===== config.mk =====
export PLATFORM = sky130hd
export DESIGN_NAME = fmap_stream_reader
export DESIGN_NICKNAME = d
export VERILOG_FILES = /design/src/rtl/fmap_pkg.sv /design/src/rtl/fmap_skid_fifo.sv /design/src/rtl/fmap_stream_reader.sv
export SDC_FILE = /design/constraint.sdc
export NUM_CORES = 1
export LEC_CHECK = 0
export CAP_MARGIN = 20
export CORE_MARGIN = 5
export CORE_UTILIZATION = 53
export CTS_CLUSTER_DIAMETER = 40
export DETAILED_ROUTE_END_ITERATION = 6
export PLACE_DENSITY_LB_ADDON = 0.15
export SETUP_SLACK_MARGIN = 0.4
export SLEW_MARGIN = 10
export SYNTH_ARGS = -nofsm -noshare
export SYNTH_HDL_FRONTEND = slang
export SYNTH_SLANG_ARGS = --single-unit
export TNS_END_PERCENT = 20

===== constraint.sdc =====
create_clock -name clk -period 4 [get_ports clk]
set_clock_uncertainty 0.15 [all_clocks]
set_input_delay 0.6 -clock clk [delete_from_list [all_inputs] [get_ports clk]]
set_output_delay 0.6 -clock clk [all_outputs]
set_load 0.02 [all_outputs]

===== src/rtl/fmap_pkg.sv =====
// ============================================================================
// Module      : fmap_pkg
// Description : Shared FSM encoding and geometry helpers for the feature-map
//               stream reader. Honours FMAP_ZERO_PAD_EN (1-pixel zero border).
// Revision    : 1.0 - initial release
// ============================================================================
`default_nettype none

package fmap_pkg;

  localparam logic [1:0] ST_IDLE  = 2'd0;
  localparam logic [1:0] ST_RUN   = 2'd1;
  localparam logic [1:0] ST_DRAIN = 2'd2;
  localparam logic [1:0] ST_DONE  = 2'd3;

  function automatic int ch_width(input int c);
    return (c > 1) ? $clog2(c) : 1;
  endfunction

  function automatic int cnt_width(input int n);
    return (n > 1) ? $clog2(n) : 1;
  endfunction

  // Side length of the streamed square, border included when padding is on.
  function automatic int side_len(input int w);
`ifdef FMAP_ZERO_PAD_EN
    return w + 2;
`else
    return w;
`endif
  endfunction

  function automatic int pix_per_ch(input int w);
    return side_len(w) * side_len(w);
  endfunction

  function automatic int total_pix(input int w, input int c);
    return pix_per_ch(w) * c;
  endfunction

endpackage

`default_nettype wire


===== src/rtl/fmap_skid_fifo.sv =====
// ============================================================================
// Module      : fmap_skid_fifo
// Description : 2-entry FIFO carrying pixel data plus channel/last sideband.
// Revision    : 1.0 - initial release
// ============================================================================
`default_nettype none

module fmap_skid_fifo #(
  parameter int WIDTH = 34
) (
  input  logic             clk,
  input  logic             rst,
  input  logic             push,
  input  logic [WIDTH-1:0] push_data,
  input  logic             pop,
  output logic [WIDTH-1:0] pop_data,
  output logic             full,
  output logic             empty,
  output logic [1:0]       count
);

  logic [1:0][WIDTH-1:0] r_mem;
  logic                  r_wr_ptr;
  logic                  r_rd_ptr;
  logic [1:0]            r_count;
  logic                  w_push;
  logic                  w_pop;

  assign w_pop  = pop && (r_count != 2'd0);
  assign w_push = push && ((r_count != 2'd2) || w_pop);

  always_ff @(posedge clk or posedge rst) begin
    if (rst) begin
      r_mem    <= '0;
      r_wr_ptr <= 1'b0;
      r_rd_ptr <= 1'b0;
      r_count  <= 2'd0;
    end else begin
      if (w_push) begin
        r_mem[r_wr_ptr] <= push_data;
        r_wr_ptr        <= ~r_wr_ptr;
      end
      if (w_pop) begin
        r_rd_ptr <= ~r_rd_ptr;
      end
      case ({w_push, w_pop})
        2'b10:   r_count <= r_count + 2'd1;
        2'b01:   r_count <= r_count - 2'd1;
        default: r_count <= r_count;
      endcase
    end
  end

  assign pop_data = r_mem[r_rd_ptr];
  assign full     = (r_count == 2'd2);
  assign empty    = (r_count == 2'd0);
  assign count    = r_count;

endmodule

`default_nettype wire


===== src/rtl/fmap_stream_reader.sv =====
// ============================================================================
// Module      : fmap_stream_reader
// Description : Replays a C x W x W feature map from 1-cycle RAM as a
//               ready/valid stream. Optional zero border: FMAP_ZERO_PAD_EN.
// Revision    : 1.0 - initial release
// ============================================================================
`default_nettype none

module fmap_stream_reader
  import fmap_pkg::*;
#(
  parameter int DATA_WIDTH        = 32,
  parameter int IMAGE_WIDTH       = 56,
  parameter int NUMBER_OF_CHANNEL = 8,
  parameter int ADDR_WIDTH        = 15,
  parameter int BASE_ADDR         = 0
) (
  input  logic                                 clk,
  input  logic                                 rst,
  input  logic                                 i_valid,
  output logic                                 o_mem_rd_en,
  output logic [ADDR_WIDTH-1:0]                o_mem_addr,
  input  logic [DATA_WIDTH-1:0]                i_mem_data,
  output logic [DATA_WIDTH-1:0]                o_data,
  output logic                                 o_data_valid,
  input  logic                                 i_data_ready,
  output logic [ch_width(NUMBER_OF_CHANNEL)-1:0] o_channel,
  output logic                                 o_last_pixel,
  output logic                                 o_valid
);

  localparam int CH_W  = ch_width(NUMBER_OF_CHANNEL);
  localparam int DIM   = side_len(IMAGE_WIDTH);
  localparam int CNT_W = cnt_width(DIM);
  localparam int PW    = DATA_WIDTH + CH_W + 1;
  localparam logic [CNT_W-1:0]      LAST_POS = CNT_W'(DIM - 1);
  localparam logic [CH_W-1:0]       LAST_CH  = CH_W'(NUMBER_OF_CHANNEL - 1);
  localparam logic [ADDR_WIDTH-1:0] BASE     = ADDR_WIDTH'(BASE_ADDR);

  logic [1:0]            r_state;
  logic [1:0]            w_state_nxt;
  logic                  w_run;
  logic [CNT_W-1:0]      r_col;
  logic [CNT_W-1:0]      r_row;
  logic [CH_W-1:0]       r_ch;
  logic [ADDR_WIDTH-1:0] r_addr;
  logic                  r_inflight;
  logic                  r_inflight_pad;
  logic [CH_W-1:0]       r_inflight_ch;
  logic                  r_inflight_last;
  logic                  w_fifo_full;
  logic                  w_fifo_empty;
  logic [1:0]            w_fifo_count;
  logic [PW-1:0]         w_fifo_head;
  logic [PW-1:0]         w_push_data;
  logic                  w_pop;
  logic [2:0]            w_occ;
  logic                  w_issue;
  logic                  w_at_last_pos;
  logic                  w_last_read;
  logic                  w_is_pad;
  logic                  w_start;

  assign w_start = (r_state == ST_IDLE) && i_valid;
  assign w_pop   = !w_fifo_empty && i_data_ready;

  // Credits: a slot is free once FIFO entries plus the read in flight, less
  // this cycle's pop, drop below two - keeps full rate with ready held high.
  assign w_occ   = {1'b0, w_fifo_count} + {2'b00, r_inflight};
  assign w_issue = w_run && (w_occ < (3'd2 + {2'b00, w_pop})) && !(w_fifo_full && !w_pop);

  assign w_at_last_pos = (r_row == LAST_POS) && (r_col == LAST_POS);
  assign w_last_read   = w_issue && w_at_last_pos && (r_ch == LAST_CH);

`ifdef FMAP_ZERO_PAD_EN
  assign w_is_pad = (r_row == '0) || (r_row == LAST_POS) || (r_col == '0) || (r_col == LAST_POS);
`else
  assign w_is_pad = 1'b0;
`endif

  assign o_mem_rd_en = w_issue && !w_is_pad;
  assign o_mem_addr  = r_addr;

  always_ff @(posedge clk or posedge rst) begin
    if (rst) begin
      r_state <= ST_IDLE;
    end else begin
      r_state <= w_state_nxt;
    end
  end

  always_comb begin
    w_state_nxt = r_state;
    case (r_state)
      ST_IDLE:  if (i_valid) w_state_nxt = ST_RUN;
      ST_RUN:   if (w_last_read) w_state_nxt = ST_DRAIN;
      ST_DRAIN: if (w_pop && (w_fifo_count == 2'd1) && !r_inflight) w_state_nxt = ST_DONE;
      default:  w_state_nxt = ST_IDLE;
    endcase
  end

  always_comb begin
    w_run   = (r_state == ST_RUN);
    o_valid = (r_state == ST_DONE);
  end

  always_ff @(posedge clk or posedge rst) begin
    if (rst) begin
      r_col  <= '0;
      r_row  <= '0;
      r_ch   <= '0;
      r_addr <= BASE;
    end else if (w_start) begin
      r_col  <= '0;
      r_row  <= '0;
      r_ch   <= '0;
      r_addr <= BASE;
    end else if (w_issue) begin
      if (r_col == LAST_POS) begin
        r_col <= '0;
        if (r_row == LAST_POS) begin
          r_row <= '0;
          r_ch  <= r_ch + 1'b1;
        end else begin
          r_row <= r_row + 1'b1;
        end
      end else begin
        r_col <= r_col + 1'b1;
      end
      // Border pixels never touch RAM, so interior addresses stay contiguous.
      if (!w_is_pad) begin
        r_addr <= r_addr + 1'b1;
      end
    end
  end

  always_ff @(posedge clk or posedge rst) begin
    if (rst) begin
      r_inflight      <= 1'b0;
      r_inflight_pad  <= 1'b0;
      r_inflight_ch   <= '0;
      r_inflight_last <= 1'b0;
    end else begin
      r_inflight      <= w_issue;
      r_inflight_pad  <= w_is_pad;
      r_inflight_ch   <= r_ch;
      r_inflight_last <= w_at_last_pos;
    end
  end

  assign w_push_data = {(r_inflight_pad ? {DATA_WIDTH{1'b0}} : i_mem_data),
                        r_inflight_ch, r_inflight_last};

  fmap_skid_fifo #(
    .WIDTH (PW)
  ) u_fifo (
    .clk       (clk),
    .rst       (rst),
    .push      (r_inflight),
    .push_data (w_push_data),
    .pop       (w_pop),
    .pop_data  (w_fifo_head),
    .full      (w_fifo_full),
    .empty     (w_fifo_empty),
    .count     (w_fifo_count)
  );

  assign o_data_valid = !w_fifo_empty;
  assign {o_data, o_channel, o_last_pixel} = w_fifo_head;

endmodule

`default_nettype wire


==> results of run 1 <==
## sequential cells by signal, summed over array words and instances (netlist names)
signal and cells:
o_mem_addr 15, r_ch 3, r_row 6, r_col 6, r_inflight_last 1, r_state 2
u_fifo.r_rd_ptr 1, r_inflight_ch 3, r_inflight 1, u_fifo.r_wr_ptr 1, u_fifo.r_mem 72, u_fifo.count 2
## final cells by class
cell class	instances	area [sq um]	area share, %
timing repair buffer	97	986	14.3
tap	133	166	2.41
clock buffer	22	463	6.71
clock inverter	10	180	2.61
sequential	113	2830	41.0
inverter	13	53.8	0.780
multi-input combinational	258	2220	32.2
## layout by cell type (no fill, tap or decap), types with 2 or more instances in the layout
cell             count
dfrtp_1            113
mux2_2             109
clkdlybuf4s50_1     88
nor2_1              23
nand2_1             18
clkbuf_16           16
nand3_1             15
ha_1                15
xor2_1              13
inv_1               11
a21oi_1              9
nand4_1              8
xnor2_1              7
o21ai_0              6
buf_4                6
bufinv_16            5
clkinv_2             4
clkbuf_8             4
and3_1               3
nor3_1               3
clkinvlp_4           3
nand2b_1             2
and2_1               2
and4_1               2
a41oi_1              2
mux2i_1              2
or3_1                2
clkbuf_1             2
## metal layers
metal	wire (microns)	vias up	track usage (%)	part of all wire (%)
met1	4630	1745	25.1	43
met4	165	0	7.48	1.5
met5	0	-	0	0
met3	572	16	6.28	5.3
met2	5330	92	31.6	50
li1	-	1619	-	-
## critical path, stage by stage (launching register included)
cell,delay (ns)
dfrtp_1,0.70
buf_4,0.34
mux2_2,0.36
clkdlybuf4s50_1,0.56
## power groups by stage
stage / sequential (mW) / clock (mW) / combinational (mW)
2_1_floorplan: 1.73 / 0 / 1.53
3_3_place_gp: 1.78 / 0 / 2.25
3_5_place_dp: 1.81 / 0 / 2.30
4_1_cts: 1.80 / 1.65 / 2.32
5_1_grt: 1.85 / 1.71 / 2.48
6_report: 1.80 / 1.63 / 2.30
## timing repair
| item | 4_1_cts | 5_1_grt |
|---|---|---|
| gates resized for setup | 0 | 1 |
| endpoints found under the hold margin | 0 | 0 |
| setup buffers | 0 | 0 |
| endpoints found under the setup margin | 0 | 1 |
## cell families (layout without fill, tap and decap cells)
| logic type | after synthesis | count (layout) | synth area share, % |
|---|---|---|---|
| simple gates | 87 | 87 | 8.42 |
| xor+xnor | 20 | 20 | 3.40 |
| buf+inv | 29 | 142 | 2.35 |
| compound gates | 25 | 25 | 3.18 |
| flops | 113 | 113 | 54.8 |
| fa+ha+maj | 15 | 15 | 3.64 |
| mux | 111 | 111 | 24.2 |
## how the worst max path moves through the flow
stage,start,to,slack [ns]
after floorplan,u_fifo.count[0],o_mem_rd_en,1.42
after global placement,i_data_ready,o_mem_rd_en,0.74
after detailed placement,i_data_ready,o_mem_rd_en,0.70
after CTS,u_fifo.count[0],o_mem_rd_en,0.50
after global routing,u_fifo.r_rd_ptr,o_data[9],0.67
final,u_fifo.r_rd_ptr,o_data[14],0.77
==> metrics.md, run 1 <==
| Metric | Value |
|---|---|
| Status | finished clean |
| Dominant cells by area after synthesis | dfrtp_1 55%, mux2_2 24%, ha_1 3.6% |
| Filler Cells Inserted | 690 |
| Post-synth EDFFs | 0 |
| Total power | 5.73 mW |
| Reg2Reg Capture Point | r_state[1] |
| Tot GR Track Use | 19.7% |
| H-tree depth | 4 |
| Hold_buf cts | 0 |
| CP required | 3.25 ns |
| Largest area contributor in the netlist | dfrtp_1 |
| Clock sink total | 113 |
| Fin. Hold Viols | 0 |
| Vias in the first global route | 3708 |
| Syn Nets | 451 |
| Die H | 109 microns |
| Switching power | 1.81 mW |
| GPL Wtd Cong | 0.796 |
| Drt wl/cell | 16.6 microns |
| Layout cells sized above 1 | 29.6% |
| Synth top cells by count | 113 x dfrtp_1, 109 x mux2_2, 24 x nor2_1 |
| Post-route insts no fill | 646 |
| Cell-internal power | 3.92 mW |
| Io pins | 90 |
| TritonCTS clock tree | done |
| Antenna violations before repair | 0 |
| Drt pass-1 iters | 4 |
| Clk_lat worst skew | 0.52 ns |
| Critical-path maximum fanout | 13 |
| Fin Setup TNS | 0 ns |
| Worst-Margin Slew | 0.864 ns |
| Share of the synthesized area in the top cell type | 54.8% |
| Synth Cell Area | 0.00516 sq mm |
| VDD IR-drop max | 0.390 mV |
| Global-route wire length before repair | 17.9 mm |
| Hold slack | 0.265 ns |
| Switching Fraction | 31.5% |
| Hold Path Class | register to register |
| DR vias/cell | 5.37 |
| Root Buffer | clkbuf_8 |
| #FFs+latches synth | 113 |
| Placed Area | 0.00622 sq mm |
| Top FF cell, synth | dfrtp_1 |
| Largest net degree at the start of global routing | 53 |
| Rows | 36 |
| Layout area overhead | 33.7% |
| Final setup vio count | 0 |
| Clock power frac | 28.4% |
| WP data arrival | 2.48 ns |
| Count of different cell masters after synthesis | 39 |
| Avg Inst Size Synth | 12.9 sq um |
| Highest clock rate | 310 MHz |
| Dpl cells | 613 |
| Total clock buffers created by CTS | 17 |
| Final nets | 551 |
| DP HPWL | 6.99 mm |
| Reg2reg setup slack | 1.06 ns |
| Yosys warnings | 0 |
| Starting density of the core | 53.5% |
| Reg-to-reg startpoint | u_fifo.count[0] |
| Tmin final | 3.23 ns |
| Antenna diodes | 0 |
| Worst Hold Path EP | r_inflight_ch[2] |
| Antenna Nets Post-Route | 0 |
| Sequential area share after synthesis | 54.8% |
| Asr flop ratio synth | 100% |
| Port Buffers | 89 |
| Hold Path Depth | 0 |
| Clk buf depth | 2 |
| Power per cell area | 831 mW/mm^2 |
| Initial drt markers | 195 |
| Core area | 0.00964 sq mm |
| Setup crit start kind | register |
| Final period utilization | 80.7% |
| Min-delay src | r_ch[2] |
| PnR worst setup slack | 0.771 ns |
| Residual DRC count | 0 |
| Grt ovf | 0 |
| Total die area | 0.0118 sq mm |
| Die W | 109 microns |
| Setup repair after global routing missed its margin | false |
| Reg2reg path depth | 9 |
| Setup CP Type | register to output pin |
| Crit end category | output pin |
| Final WL | 10.7 mm |
| Clock slew at reported path FFs | 0.06 ns |
| Synthesized instance count | 400 |
| Cell area after layout | 0.00690 sq mm |
| Leakage | 3.06 nW |
| Dpl ws | 0.702 ns |
| Count leader, synth | dfrtp_1 |
| Final Core Density | 71.6% |
| Worst rel slew slack | 42.3% |
| Sequential share of power | 31.4% |
| Gate power share | 40.2% |
| Final Max Tran Viols | 0 |
| Via count | 3472 |
| MaxCap Viol Count | 0 |
Note: power is estimated with default switching activity, not from simulation.
==> run 2, diff against run 1 <==
CORE_UTILIZATION = 48   (was 53)
clock period = 2.9 ns   (was 4 ns; I/O delays follow)
==> run 2 against run 1 <==
Net effect:
- clock power rose by 18%
- routed wire length rose by 2.7%
- via count decreased by 0.17%
- setup slack worse by 0.54 ns
- power up 33%
- register-to-register slack worse by 0.75 ns
- sequential power rose by 37%
- global-route usage shrank 1.9 points
- largest cell class unchanged
==> metrics.md, run 2 (same netlist as run 1, synthesis figures left out) <==
| Metric | Value |
|---|---|
| Tmin final | 2.67 ns |
| Port Buffers | 89 (unchanged) |
| Reg2reg setup slack | 0.31 ns (was 1.06 ns) |
| VDD IR-drop max | 0.549 mV (was 0.390 mV) |
| TritonCTS clock tree | done (unchanged) |
| Setup repair after global routing missed its margin | true (was false) |
| DR vias/cell | 5.27 (was 5.37) |
| Final period utilization | 92.1% |
| Final WL | 11.0 mm (was 10.7 mm) |
| Final nets | 561 (was 551) |
| Antenna violations before repair | 0 (unchanged) |
| Reg2Reg Capture Point | r_row[4] (was r_state[1]) |
| Rows | 37 (was 36) |
| Grt ovf | 0 (unchanged) |
| PnR worst setup slack | 0.228 ns (was 0.771 ns) |
| CP peak stage delay | 0.40 ns (was 0.70 ns) |
| Core area | 0.0104 sq mm (was 0.00964 sq mm) |
| CP endpoint | o_mem_rd_en (was o_data[14]) |
| Register name with the most flops | u_fifo.r_mem (unchanged) |
| Clk buf depth | 2 (unchanged) |
| Final Max Tran Viols | 0 (unchanged) |
| WP data arrival | 2.09 ns (was 2.48 ns) |
| Largest net degree at the start of global routing | 114 (was 53) |
| MaxCap Viol Count | 0 (unchanged) |
| GPL Wtd Cong | 0.815 (was 0.796) |
| Worst setup path startpoint | r_inflight (was u_fifo.r_rd_ptr) |
| Clk_lat worst skew | 0.50 ns (was 0.52 ns) |
| CP bufs+invs | 2 (unchanged) |
| Worst rel slew slack | 60.6% (was 42.3%) |
| Total die area | 0.0129 sq mm (was 0.0118 sq mm) |
| Clock sink total | 113 (unchanged) |
| Vias in the first global route | 3776 (was 3708) |
| Filler Cells Inserted | 810 (was 690) |
| Crit end category | output pin (unchanged) |
| DP HPWL | 6.86 mm (was 6.99 mm) |
| Hold slack | 0.261 ns (was 0.265 ns) |
| Area of the multi-input gates | 0.00227 sq mm (was 0.00222 sq mm) |
| Commonest cells after routing, fill and taps aside | 112 x dfrtp_1, 108 x mux2_2, 59 x clkdlybuf4s50_1 (was 113 x dfrtp_1, 109 x mux2_2, 88 x clkdlybuf4s50_1) |
| Initial drt markers | 180 (was 195) |
| Fin. Hold Viols | 0 (unchanged) |
| Dpl ws | 0.0404 ns (was 0.702 ns) |
| Commonest non-fill, non-tap cell in the layout | dfrtp_1 (unchanged) |
| Reg2reg path depth | 9 (unchanged) |
| Worst-path cell chain | ha_1, or3b_1, a221o_1, clkinv_2, buf_6 (was buf_4, mux2_2, clkdlybuf4s50_1) |
| Residual DRC count | 0 (unchanged) |
| Total clock buffers created by CTS | 17 (unchanged) |
| Clock slew at reported path FFs | 0.05 ns (was 0.06 ns) |
| Hold_buf cts | 0 (unchanged) |
| Cell family contributing the most delay on the critical path | flip-flops (was buffers and inverters) |
| H-tree depth | 4 (unchanged) |
| Leakage | 3.20 nW (was 3.06 nW) |
| Dpl cells | 619 (was 613) |
| Critical-path maximum fanout | 3 (was 13) |
| Max FFs per register | 72 (unchanged) |
| Hold Path Class | register to register (unchanged) |
| Critical path depth | 5 (was 3) |
| Fin Setup TNS | 0 ns (unchanged) |
| Post-route insts no fill | 658 (was 646) |
| FF/Latch Area | 0.00283 sq mm (about the same) |
| Setup CP Type | register to output pin (unchanged) |
| Final setup vio count | 0 (unchanged) |
| Tot GR Track Use | 17.7% (was 19.7%) |
| Drt wl/cell | 16.7 microns (was 16.6 microns) |
| Antenna Nets Post-Route | 0 (unchanged) |
| Global-route wire length before repair | 18.1 mm (was 17.9 mm) |
| Power per cell area | 1100 mW/mm^2 (was 831 mW/mm^2) |
| Root Buffer | clkbuf_8 (unchanged) |
| Highest clock rate | 374 MHz |
| Starting density of the core | 49.5% (was 53.5%) |
| CP max-delay cell | dfrtp_1 (unchanged) |
| Via count | 3466 (was 3472) |
| Layout area overhead | 35.1% (was 33.7%) |
| Status | finished clean (unchanged) |
| Io pins | 90 (unchanged) |
| Setup crit start kind | register (unchanged) |
| Worst-Margin Slew | 0.592 ns (was 0.864 ns) |
| Reg-to-reg startpoint | r_inflight (was u_fifo.count[0]) |
| Drt pass-1 iters | 4 (unchanged) |
| Die W | 114 microns (was 109 microns) |
| Antenna diodes | 0 (unchanged) |
| CP required | 2.32 ns (was 3.25 ns) |
| Layout cells sized above 1 | 32.0% (was 29.6%) |
| Die H | 114 microns (was 109 microns) |
[run 2: cell types whose count changed in the layout (fill, tap and decap cells not counted), moves of 3 or more]
cell | previous run | this run
clkdlybuf4s50_1 | 88 | 59
dlygate4sd2_1 | 0 | 25
buf_4 | 6 | 11
buf_12 | 1 | 4
bufinv_16 | 5 | 2
clkbuf_1 | 2 | 5
dlymetal6s2s_1 | 1 | 4
[run 2: cell type report]
class / count / share of cell area (%)
Tap cell: 136 / 2.44
Inverter: 13 / 0.772
Clock buffer: 25 / 6.81
Sequential cell: 113 / 40.6
Timing Repair Buffer: 107 / 15.7
Clock inverter: 6 / 1.15
Multi-Input combinational cell: 258 / 32.5
[run 2: metal layers]
layer	vias up	routed length [microns]	global-route usage, %	share of wire (%)
li1	1637	-	-	-
met2	81	5310	29.3	48
met1	1735	5000	22.2	45
met3	13	540	4.62	4.9
met4	0	143	7.29	1.3
met5	-	0	0	0
[run 2: through the flow]
| step | total power [mW] | utilization [%] | instance area (sq um) |
|---|---|---|---|
| 4_1_cts | 7.63 | 65.9 | 6870 |
| 3_3_place_gp | 5.65 | 60.4 | 6290 |
| 5_1_grt | 8.06 | 66.9 | 6970 |
| 2_1_floorplan | 4.50 | - | 5160 |
| 3_5_place_dp | 5.75 | 60.4 | 6290 |
| 6_report | 7.64 | 66.9 | 6970 |
[run 2: worst min path at each step]
stage	start	endpoint	slack [ns]	depth (start not counted)
2_1_floorplan	r_ch[1]	r_inflight_ch[1]	0.23	0
3_3_place_gp	r_ch[2]	r_inflight_ch[2]	0.25	0
3_5_place_dp	r_ch[2]	r_inflight_ch[2]	0.25	0
4_1_cts	r_ch[2]	r_inflight_ch[2]	0.26	0
5_1_grt	r_ch[2]	r_inflight_ch[2]	0.27	0
6_report	r_ch[2]	r_inflight_ch[2]	0.26	0
[run 2: report_power, final]
| group | internal [mW] | switching, mW | leakage, nW |
|---|---|---|---|
| logic | 1.73 | 1.51 | 1.50 |
| clock network | 1.28 | 0.655 | 0.276 |
| registers | 2.14 | 0.322 | 1.43 |
| total | 5.15 | 2.49 | 3.20 |
[run 2: repair_timing]
action	CTS	global route
cloned	1	0
endpoints found under the setup margin	41	41
pin swaps	0	4
buffers inserted	3	4
gates resized for setup	31	17
==> run 3, diff against run 2 <==
SYNTH_HIERARCHICAL = 1   (was default)
==> run 3 against run 2 <==
Net effect:
- register-to-register slack got worse by 0.11 ns
- count of clock-buffer cells in the layout decreased by 4
- fmax shrank 1.1%
- cell count increased by 2.6%
==> metrics.md, run 3 <==
| Metric | Value |
|---|---|
| Status | finished clean (unchanged) |
| Initial drt markers | 102 (was 180) |
| Asr flop ratio synth | 100% (unchanged) |
| Synth top cells by count | 113 x dfrtp_1, 77 x mux2_2, 30 x mux2_4 (was 113 x dfrtp_1, 109 x mux2_2, 24 x nor2_1) |
| Global-route wire length before repair | 18.9 mm (was 18.1 mm) |
| Largest net degree at the start of global routing | 53 (was 114) |
| Register name with the most flops | u_fifo/r_mem (was u_fifo.r_mem) |
| Highest clock rate | 370 MHz (was 374 MHz) |
| Worst-Margin Slew | 0.588 ns (was 0.592 ns) |
| Final nets | 570 (was 561) |
| Clk buf depth | 2 (unchanged) |
| MaxCap Viol Count | 0 (unchanged) |
| Reg-to-reg startpoint | u_fifo/count[0] (was r_inflight) |
| Synth Cell Area | 0.00536 sq mm (was 0.00516 sq mm) |
| DP HPWL | 7.38 mm (was 6.86 mm) |
| Fin. Hold Viols | 0 (unchanged) |
| Count leader, synth | dfrtp_1 (unchanged) |
| Clock slew at reported path FFs | 0.06 ns (was 0.05 ns) |
| Antenna violations before repair | 0 (unchanged) |
| Drt pass-1 iters | 4 (unchanged) |
| Setup CP Type | register to output pin (unchanged) |
| Via count | 3532 (was 3466) |
| Cell area after layout | 0.00720 sq mm (was 0.00697 sq mm) |
| Layout cells sized above 1 | 32.5% (was 32.0%) |
| H-tree depth | 4 (unchanged) |
| Post-synth EDFFs | 0 (unchanged) |
| Reg2Reg Capture Point | r_state[1] (was r_row[4]) |
| Fin Setup TNS | 0 ns (unchanged) |
| Reg2reg setup slack | 0.20 ns (was 0.31 ns) |
| WP data arrival | 2.12 ns (was 2.09 ns) |
| Residual DRC count | 0 (unchanged) |
| Dpl ws | -0.0697 ns (was 0.0404 ns) |
| Setup repair after global routing missed its margin | true (unchanged) |
| Max FFs per register | 72 (unchanged) |
| Largest area contributor in the netlist | dfrtp_1 (unchanged) |
| Final Core Density | 66.1% (was 66.9%) |
| Yosys warnings | 6 (was 0) |
| Leakage | 3.16 nW (was 3.20 nW) |
| Clk_lat worst skew | 0.50 ns (about the same) |
| Commonest cells after routing, fill and taps aside | 112 x dfrtp_1, 77 x mux2_2, 61 x clkdlybuf4s50_1 (was 112 x dfrtp_1, 108 x mux2_2, 59 x clkdlybuf4s50_1) |
| Placed Area | 0.00645 sq mm (was 0.00629 sq mm) |
| Clock sink total | 113 (unchanged) |
| Power per cell area | 1280 mW/mm^2 (was 1100 mW/mm^2) |
| Reg2reg path depth | 9 (unchanged) |
| Final WL | 11.8 mm (was 11.0 mm) |
| Total die area | 0.0134 sq mm (was 0.0129 sq mm) |
| Worst rel slew slack | 60.7% (was 60.6%) |
| TritonCTS clock tree | done (unchanged) |
| Drt wl/cell | 17.5 microns (was 16.7 microns) |
| Total clock buffers created by CTS | 17 (unchanged) |
| Final setup vio count | 0 (unchanged) |
| Grt ovf | 0 (unchanged) |
| Core area | 0.0109 sq mm (was 0.0104 sq mm) |
| Antenna diodes | 0 (unchanged) |
| Top FF cell, synth | dfrtp_1 (unchanged) |
| Layout area overhead | 34.3% (was 35.1%) |
| Count of different cell masters after synthesis | 44 (was 39) |
| PnR worst setup slack | 0.197 ns (was 0.228 ns) |
| Port Buffers | 89 (unchanged) |
| Die W | 116 microns (was 114 microns) |
| Setup crit start kind | register (unchanged) |
| Hold Path Class | primary input to async pin (was register to register) |
| Critical-path maximum fanout | 3 (unchanged) |
| Antenna Nets Post-Route | 0 (unchanged) |
| Final period utilization | 93.2% (was 92.1%) |
| Starting density of the core | 49.2% (was 49.5%) |
| Sequential area share after synthesis | 52.7% (was 54.8%) |
| DR vias/cell | 5.23 (was 5.27) |
| Share of the synthesized area in the top cell type | 52.7% (was 54.8%) |
| Avg Inst Size Synth | 13.1 sq um (was 12.9 sq um) |
| Tot GR Track Use | 18.0% (was 17.7%) |
| Rows | 38 (was 37) |
| GPL Wtd Cong | 0.783 (was 0.815) |
| #FFs+latches synth | 113 (unchanged) |
| Tmin final | 2.70 ns (was 2.67 ns) |
| Vias in the first global route | 3870 (was 3776) |
| Final Max Tran Viols | 0 (unchanged) |
| Syn Nets | 456 (was 451) |
| Die H | 116 microns (was 114 microns) |
| Dominant cells by area after synthesis | dfrtp_1 53%, mux2_2 16%, mux2_4 8.4% (was dfrtp_1 55%, mux2_2 24%, ha_1 3.6%) |
| Synthesized instance count | 408 (was 400) |
| VDD IR-drop max | 0.838 mV (was 0.549 mV) |
| Io pins | 90 (unchanged) |
| Worst setup path startpoint | u_fifo/count[0] (was r_inflight) |
| Commonest non-fill, non-tap cell in the layout | dfrtp_1 (unchanged) |
| Crit end category | output pin (unchanged) |
| Root Buffer | clkbuf_8 (unchanged) |
| CP required | 2.32 ns (about the same) |
| Total power | 9.21 mW (was 7.64 mW) |
run 3: power by group:
part,leakage [nW],total (mW),switching (mW),internal [mW]
Sequential,1.33,2.69,0.444,2.24
Clock,0.302,2.18,0.687,1.50
Combinational,1.53,4.34,2.00,2.34
Total,3.16,9.21,3.13,6.08
run 3: worst max path at each step:
stage / to / slack [ns]
global route: r_state[1] / 0.09
global placement: o_mem_rd_en / -0.002
finish: o_mem_rd_en / 0.20
floorplan: r_state[1] / 0.24
CTS: o_mem_rd_en / 0.17
detailed placement: r_state[1] / -0.07
run 3: cell families (layout without fill, tap and decap cells):
family,after synthesis,in the layout,synth area share (%)
DFF,113,113,52.7
muxes,109,109,25.0
and+or+nand+nor,98,98,9.52
buffers and inverters,31,158,3.64
AOI/OAI and AO/OA,23,23,2.71
xor gates and xnor gates,22,22,3.59
adders and majority gates,12,12,2.80
run 3: per-stage QoR:
step,hold slack [ns],instances
2_1_floorplan,0.227,408
3_3_place_gp,0.245,634
3_5_place_dp,0.251,634
4_1_cts,0.249,673
5_1_grt,0.278,675
6_report,0.259,675
run 3: what timing repair did:
action                                  in CTS  in global routing
buffers inserted                             6                  2
resized for setup                           30                 13
cloned                                       1                  0
endpoints found under the setup margin      49                 45
pin swaps                                    1                  5
hold buffers                                 0                  0
run 3: per-layer routing:
metal / vias to the layer above / share of wire, % / global-route usage, % / wire length [microns]
li1: 1669 / - / - / -
met1: 1774 / 44 / 23.0 / 5230
met2: 79 / 50 / 30.4 / 5920
met3: 10 / 4.7 / 4.60 / 557
met4: 0 / 0.95 / 5.65 / 112
met5: - / 0 / 0 / 0
run 3: area by class of cell:
cell class	count	area, sq um
tap	140	175
clock buffer	21	439
fill	832	3690
timing repair buffer	113	1140
sequential	113	2830
inverter	13	52.6
clock inverter	11	185
multi-input combinational	264	2370
run 3: worst max-delay path, stage by stage, from the launching register on:
cell and delay (ns):
dfrtp_1 0.38, ha_1 0.29, or3b_1 0.34, a221o_1 0.37
inv_2 0.11, buf_6 0.12
